--- src/rtl/ibex_rf_pkg.sv ---
// ibex_rf_pkg: shared writeback-source encoding and register-file address width helper
package ibex_rf_pkg;
  typedef enum logic [1:0] {WB_NONE, WB_LSU, WB_SKID, WB_EX} wb_src_e;
  function automatic int unsigned addr_width(bit rv32e);
    return rv32e ? 4 : 5;
  endfunction
endpackage

--- src/rtl/ibex_rf_scoreboard.sv ---
// ibex_rf_scoreboard: pending-load bit per register (set on issue, cleared on return, set wins), two lookup ports, any-pending flag
module ibex_rf_scoreboard #(
  parameter int AW = 5
) (
  input  logic          clk_i,
  input  logic          rst_i,
  input  logic          set_i,
  input  logic [AW-1:0] set_addr_i,
  input  logic          clr_i,
  input  logic [AW-1:0] clr_addr_i,
  input  logic [AW-1:0] raddr_a_i,
  input  logic [AW-1:0] raddr_b_i,
  output logic          pend_a_o,
  output logic          pend_b_o,
  output logic          any_o
);
  localparam int NW = 2 ** AW;
  logic [NW-1:1] pend_q;
  logic [NW-1:0] pend_all;
  assign pend_all = {pend_q, 1'b0};
  always_ff @(posedge clk_i) begin
    if (rst_i) pend_q <= '0;
    else
      for (int i = 1; i < NW; i++)
        if (set_i && set_addr_i == AW'(i)) pend_q[i] <= 1'b1;
        else if (clr_i && clr_addr_i == AW'(i)) pend_q[i] <= 1'b0;
  end
  assign pend_a_o = pend_all[raddr_a_i];
  assign pend_b_o = pend_all[raddr_b_i];
  assign any_o    = |pend_q;
endmodule

--- src/rtl/ibex_rf_wb_arbiter.sv ---
// ibex_rf_wb_arbiter: shares the RF write port between LSU (priority) and EX (via one-entry skid); exports load RAW hazards, busy
module ibex_rf_wb_arbiter
  import ibex_rf_pkg::*;
#(
  parameter bit RV32E     = 1'b0,
  parameter int DataWidth = 32
) (
  input  logic                 clk_i,
  input  logic                 rst_i,
  input  logic                 ex_valid_i,
  output logic                 ex_ready_o,
  input  logic [4:0]           ex_waddr_i,
  input  logic [DataWidth-1:0] ex_wdata_i,
  input  logic                 lsu_issue_i,
  input  logic [4:0]           lsu_issue_waddr_i,
  input  logic                 lsu_valid_i,
  input  logic [4:0]           lsu_waddr_i,
  input  logic [DataWidth-1:0] lsu_wdata_i,
  input  logic [4:0]           raddr_a_i,
  input  logic [4:0]           raddr_b_i,
  output logic                 hazard_a_o,
  output logic                 hazard_b_o,
  output logic [4:0]           rf_waddr_o,
  output logic [DataWidth-1:0] rf_wdata_o,
  output logic                 rf_we_o,
  output logic                 busy_o
);
  localparam int AW = addr_width(RV32E);
  logic                 skid_valid;
  logic [4:0]           skid_waddr;
  logic [DataWidth-1:0] skid_wdata;
  logic                 ex_fire;
  logic                 pend_a;
  logic                 pend_b;
  logic                 pend_any;
  wb_src_e              src;
  assign ex_ready_o = !rst_i && !skid_valid;
  assign ex_fire    = ex_valid_i && ex_ready_o;
  always_comb begin
    src = rst_i ? WB_NONE : lsu_valid_i ? WB_LSU : skid_valid ? WB_SKID : ex_fire ? WB_EX : WB_NONE;
    rf_waddr_o = src == WB_LSU ? lsu_waddr_i : src == WB_SKID ? skid_waddr : ex_waddr_i;
    rf_wdata_o = src == WB_LSU ? lsu_wdata_i : src == WB_SKID ? skid_wdata : ex_wdata_i;
    rf_we_o    = src != WB_NONE && rf_waddr_o[AW-1:0] != '0;
  end
  always_ff @(posedge clk_i) begin
    if (rst_i) skid_valid <= 1'b0;
    else if (skid_valid && !lsu_valid_i) skid_valid <= 1'b0;
    else if (ex_fire && lsu_valid_i) begin
      skid_valid <= 1'b1;
      skid_waddr <= ex_waddr_i;
      skid_wdata <= ex_wdata_i;
    end
  end
  ibex_rf_scoreboard #(.AW(AW)) u_scoreboard (
    .clk_i      (clk_i),
    .rst_i      (rst_i),
    .set_i      (lsu_issue_i),
    .set_addr_i (lsu_issue_waddr_i[AW-1:0]),
    .clr_i      (lsu_valid_i),
    .clr_addr_i (lsu_waddr_i[AW-1:0]),
    .raddr_a_i  (raddr_a_i[AW-1:0]),
    .raddr_b_i  (raddr_b_i[AW-1:0]),
    .pend_a_o   (pend_a),
    .pend_b_o   (pend_b),
    .any_o      (pend_any)
  );
  assign hazard_a_o = !rst_i && raddr_a_i[AW-1:0] != '0 &&
                      (pend_a || (skid_valid && skid_waddr[AW-1:0] == raddr_a_i[AW-1:0]));
  assign hazard_b_o = !rst_i && raddr_b_i[AW-1:0] != '0 &&
                      (pend_b || (skid_valid && skid_waddr[AW-1:0] == raddr_b_i[AW-1:0]));
  assign busy_o     = !rst_i && (pend_any || skid_valid);
endmodule

--- config.mk ---
export PLATFORM = sky130hd
export DESIGN_NAME = ibex_rf_wb_arbiter
export DESIGN_NICKNAME = d
export VERILOG_FILES = /design/src/rtl/ibex_rf_pkg.sv /design/src/rtl/ibex_rf_scoreboard.sv /design/src/rtl/ibex_rf_wb_arbiter.sv
export SDC_FILE = /design/constraint.sdc
export NUM_CORES = 1
export LEC_CHECK = 0
export ABC_CLOCK_PERIOD_IN_PS = 4550
export CAP_MARGIN = 0
export CORE_AREA = 2 2 98 100
export CTS_CLUSTER_DIAMETER = 50
export DETAILED_ROUTE_END_ITERATION = 7
export DIE_AREA = 0 0 100 102
export PLACE_DENSITY = 0.89
export SETUP_SLACK_MARGIN = 0.02
export SLEW_MARGIN = 20
export SYNTH_ARGS = -nofsm -noshare
export SYNTH_HDL_FRONTEND = slang
export SYNTH_SLANG_ARGS = --single-unit
--- constraint.sdc ---
create_clock -name clk_i -period 4.55 [get_ports clk_i]
set_input_delay 1.365 -clock clk_i [delete_from_list [all_inputs] [get_ports clk_i]]
set_output_delay 1.365 -clock clk_i [all_outputs]
set_load 0.05 [all_outputs]
==> out/metrics.sh <==
SYNTH.NET_COUNT=517
STARTPOINT_TYPE='input port'
CTS-HOLD-FIX-BUFFERS=0
INITIAL_UTIL=0.4301
BUFFERS_INVERTERS_ON_CRITICAL_PATH=4
IOS=136
SYN-CELL-AREA_MM2=0.003918
FLOORPLAN_CORE_AREA_MM2=0.009109
WORSTSETUPENDPOINTTYPE='primary output'
DETAILROUTE.VIA_COUNT=4114
PWR_DENSITY_CELL_mW_PER_MM2=276.6
YOSYS_WARNINGS=0
CLOCKROOTBUFFER='sky130_fd_sc_hd__clkbuf_8'
USE_MET1=0.3451
VIAS_IN_THE_FIRST_GLOBAL_ROUTE=4051
GRT_PASS1_WL_UM=21070
TIMING.CRITICAL_PATH.ARRIVAL_NS=3.09
CTS_NUM_SINKS=69
CRIT_PATH_CELL_TRACE='clkdlybuf4s15_1 > buf_4 > and2b_2 > a221oi_2 > a2111oi_2 > a2111oi_1 > buf_4 > nor3_2 > buf_6'
LEAKAGE_nW=2.297
FLOW.AREA_GROWTH_FROM_SYNTHESIS_PCT=57.36
DR.FIRST_ITER.DRC_COUNT=307
CRITPATHMAXSTAGEDELAY_NS=0.33
DESIGN_POWER_TOTAL_mW=1.705
H-TREE-DEPTH=3
GRT.BUSIEST_LAYER='met2'
CTS_BUFFER_DEPTH=2
TRITONCTS='built'
MAX_CLOCK_FREQ_GHz=0.2247
ANTENNA_FOUND_INITIAL=1
SYNTH_SEQ_CELLS=69
FIRST_PASS_ITERS=5
MIN_PERIOD_NS=4.450
PATH_DELAY_FAMILY='buffers and inverters'
CLOCK_TRANSITION_AT_PATH_REGS_NS=0.07
IRDROPWORSTVDD_mV=0.1549
DPL.HPWL_UM=10200
MAXCAPVIOLCOUNT=0
CLOCK_NETWORK_FRACTION_OF_DESIGN_POWER=0.290
SYNTH_SEQ_AREA_SHARE=0.4471
STDCELL_AREA_MM2=0.006165
FINALWEIGHTEDCONGESTION=0.9409
POWER.SHARE.SWITCHING=0.3129
GLOBAL_ROUTE.OVERFLOW_TOTAL=0
TIMING.FINAL.SETUP_VIOLATIONS=0
CRITICAL_PATH_PEAK_FANOUT=4
DRV_SLEW=0
SYN_AREA_PER_CELL_UM2=9.261
CRIT_REQUIRED_NS=3.18
POWER.COMBINATIONAL.FRACTION=0.311
GRT.MET2_USAGE=0.4350
DIE_H_UM=102
CTS_INSERTED_BUFFERS=9
CRITICALPATHCATEGORY='input port to primary output'
GRT_USE_TOTAL=0.2655
SHARE_OF_LAYOUT_CELLS_ABOVE_DRIVE_STRENGTH_1=0.1965
WORSTSKEWPAIRLATENCY_NS=0.34
POWER_SWITCHING_mW=0.5336
HOLD_PATH_CLASS='flop to flop'
HOLD_VIOL_FINAL=0
PLACE.DETAILED.INSTANCES=665
POSTCTSSETUPBUFFERS=0
DRC=0
NETS=659
DETAIL_ROUTE.WIRELENGTH_UM=13770
GRT_MAX_DEGREE=35
WORST-SLEW-PIN-TRANSITION_NS=0.7219
WIDTH_OF_THE_DIE_UM=100
RUN_STATUS='completed'
DIE_AREA_MM2=0.01020
FIN_SKEW_NS=0.006333
PORT-BUFFER-COUNT=135
DRT-VIAS-PER-INSTANCE=6.032
FILLERS=664
CPMOSTUSEDCELL='sky130_fd_sc_hd__buf_4'
POSTPLACECELLAREA_MM2=0.005938
SEQ_POWER_SHARE=0.399
POST-ROUTE-PERIOD-UTIL=0.9781
DETAIL-ROUTE-ANTENNA-NETS=0
MAX-SLEW-MARGIN-REL=0.5178
MET3_DEMAND_TO_CAPACITY_SHARE_IN_GLOBAL_ROUTING=0.04514
LAYOUTNONFILLERINSTCOUNT=682
SYNTHESIZED_NETLIST_CELL_COUNT=423
ROUTED_WIRE_LENGTH_PER_INSTANCE_UM=20.20
NUM_ROWS=35
NETLIST-CELL-TYPE-COUNT=41
INTERNAL-POWER_mW=1.172
SLOWEST_STAGE='sky130_fd_sc_hd__a2111oi_1'
LAYOUT.CORE_UTILIZATION=0.6768
RSZ0062_AT_GRT='true'
==> what timing repair did <==
item | in CTS | in global routing
setup endpoints to repair | 3 | 3
gates resized for setup | 18 | 12
gates cloned | 0 | 0
pin swaps | 3 | 3
==> worst paths after layout <==
check | from | end | slack, ns | cells past startpoint
worst max-delay path | raddr_b_i[2] | hazard_b_o | 0.1 | 9
worst min-delay path | u_scoreboard.pend_q[9] | u_scoreboard.pend_q[9] | 0.52 | 2
worst max register to register | skid_valid | skid_wdata[5] | 2.96 | 2
worst min register to register | u_scoreboard.pend_q[9] | u_scoreboard.pend_q[9] | 0.52 | 2
==> layout make-up <==
cell class	instances	area [µm²]	area share
antenna	1	2.502	0.0004059
clock buffer	12	167.7	0.02720
clock inverter	4	26.28	0.004262
inverter	1	3.754	0.0006089
multi-input combinational	321	2102	0.3410
sequential	69	1752	0.2841
tap	111	138.9	0.02253
timing repair buffer	163	1972	0.3199
==> worst register-to-register path: cells and delay by family (launching register included) <==
| kind | cells | cell delay, ns |
|---|---|---|
| and+or+nand+nor | 1 | 0.54 |
| DFF | 1 | 0.46 |
| buffers and inverters | 1 | 0.26 |
==> metrics by stage <==
stage	setup slack, ns	hold WS [ns]	TNS (ns)
after detailed placement	-0.5252	0.5022	-0.7639
after CTS	0.02049	0.5118	0
after global routing	-0.02109	0.5566	-0.02109
final	0.09984	0.5190	0
after floorplan	-0.07717	0.4714	-0.09655
after global placement	-0.4870	0.4973	-0.6924
==> per-layer routing <==
layer	share of wire	vias to the layer above
li1	-	1875
met1	0.38	1992
met2	0.51	209
met3	0.075	38
met4	0.032	0
met5	0	-
==> synth_stat cells (all sizes together) <==
master   number  area share
o21ai        68       0.087
a211oi        2      0.0038
or4           1      0.0022
edfxtp       37        0.28
mux4         14       0.087
nor4         10       0.016
nand2        75       0.072
mux2i         6       0.015
or2           1      0.0016
a22oi        37       0.071
nor3          6      0.0077
nor3b         3      0.0057
a2111oi       3      0.0067
dfxtp        32        0.16
mux2          1      0.0029
inv           1     0.00096
and2b         1      0.0022
buf           9       0.013
o21a          1      0.0019
nand2b        5      0.0080
clkbuf       23       0.022
a21o          1      0.0019
nand3b        1      0.0019
nor2b        10       0.016
nand4         3      0.0048
and3b         1      0.0022
xor2          8       0.018
a221oi        1      0.0022
nand3         5      0.0064
a21oi        35       0.045
and3          2      0.0032
nor2         15       0.014
o2111ai       1      0.0022
xnor2         2      0.0045
o21bai        1      0.0019
and2          1      0.0016
==> power by group through the flow <==
| stage | logic [mW] | clock network (mW) | registers (mW) |
|---|---|---|---|
| final | 0.530 | 0.495 | 0.680 |
| after global routing | 0.554 | 0.525 | 0.681 |
| after CTS | 0.527 | 0.501 | 0.680 |
| after detailed placement | 0.525 | 0 | 0.694 |
| after global placement | 0.515 | 0 | 0.693 |
| after floorplan | 0.243 | 0 | 0.689 |
==> cells in the final DEF, fill, tap and decap left out, types with 2 or more instances in the layout <==
cell type,instances
sky130_fd_sc_hd__nand4_1,3
sky130_fd_sc_hd__buf_6,2
sky130_fd_sc_hd__dfxtp_1,32
sky130_fd_sc_hd__nand2_1,75
sky130_fd_sc_hd__o21ai_0,33
sky130_fd_sc_hd__mux4_2,8
sky130_fd_sc_hd__nor3b_1,2
sky130_fd_sc_hd__o21ai_1,31
sky130_fd_sc_hd__edfxtp_1,37
sky130_fd_sc_hd__buf_12,41
sky130_fd_sc_hd__mux2i_1,6
sky130_fd_sc_hd__clkbuf_8,10
sky130_fd_sc_hd__nor4_1,10
sky130_fd_sc_hd__nand3_1,5
sky130_fd_sc_hd__clkdlybuf4s50_1,82
sky130_fd_sc_hd__and3_1,2
sky130_fd_sc_hd__a21oi_1,35
sky130_fd_sc_hd__mux4_1,6
sky130_fd_sc_hd__buf_4,26
sky130_fd_sc_hd__dlygate4sd2_1,4
sky130_fd_sc_hd__dlymetal6s2s_1,4
sky130_fd_sc_hd__nand2b_1,5
sky130_fd_sc_hd__nor2_1,15
sky130_fd_sc_hd__o21ai_2,3
sky130_fd_sc_hd__nor2b_1,9
sky130_fd_sc_hd__xnor2_1,2
sky130_fd_sc_hd__buf_2,2
sky130_fd_sc_hd__a22oi_1,37
sky130_fd_sc_hd__nor3_1,5
sky130_fd_sc_hd__a2111oi_2,2
sky130_fd_sc_hd__xor2_1,8
sky130_fd_sc_hd__inv_4,3
==> cell families after synthesis <==
| kind of cell | synth area share |
|---|---|
| AO/OA/AOI/OAI | 0.2233 |
| XOR/XNOR | 0.02236 |
| buffers and inverters | 0.03609 |
| flip-flops | 0.4471 |
| multiplexers | 0.1054 |
| AND/OR/NAND/NOR | 0.1658 |
==> flip-flops by register name, indices dropped and copies added (netlist names) <==
signal               flops
skid_valid               1
skid_waddr               5
skid_wdata              32
u_scoreboard.pend_q     31
Note: power is estimated with default switching activity, not from simulation.
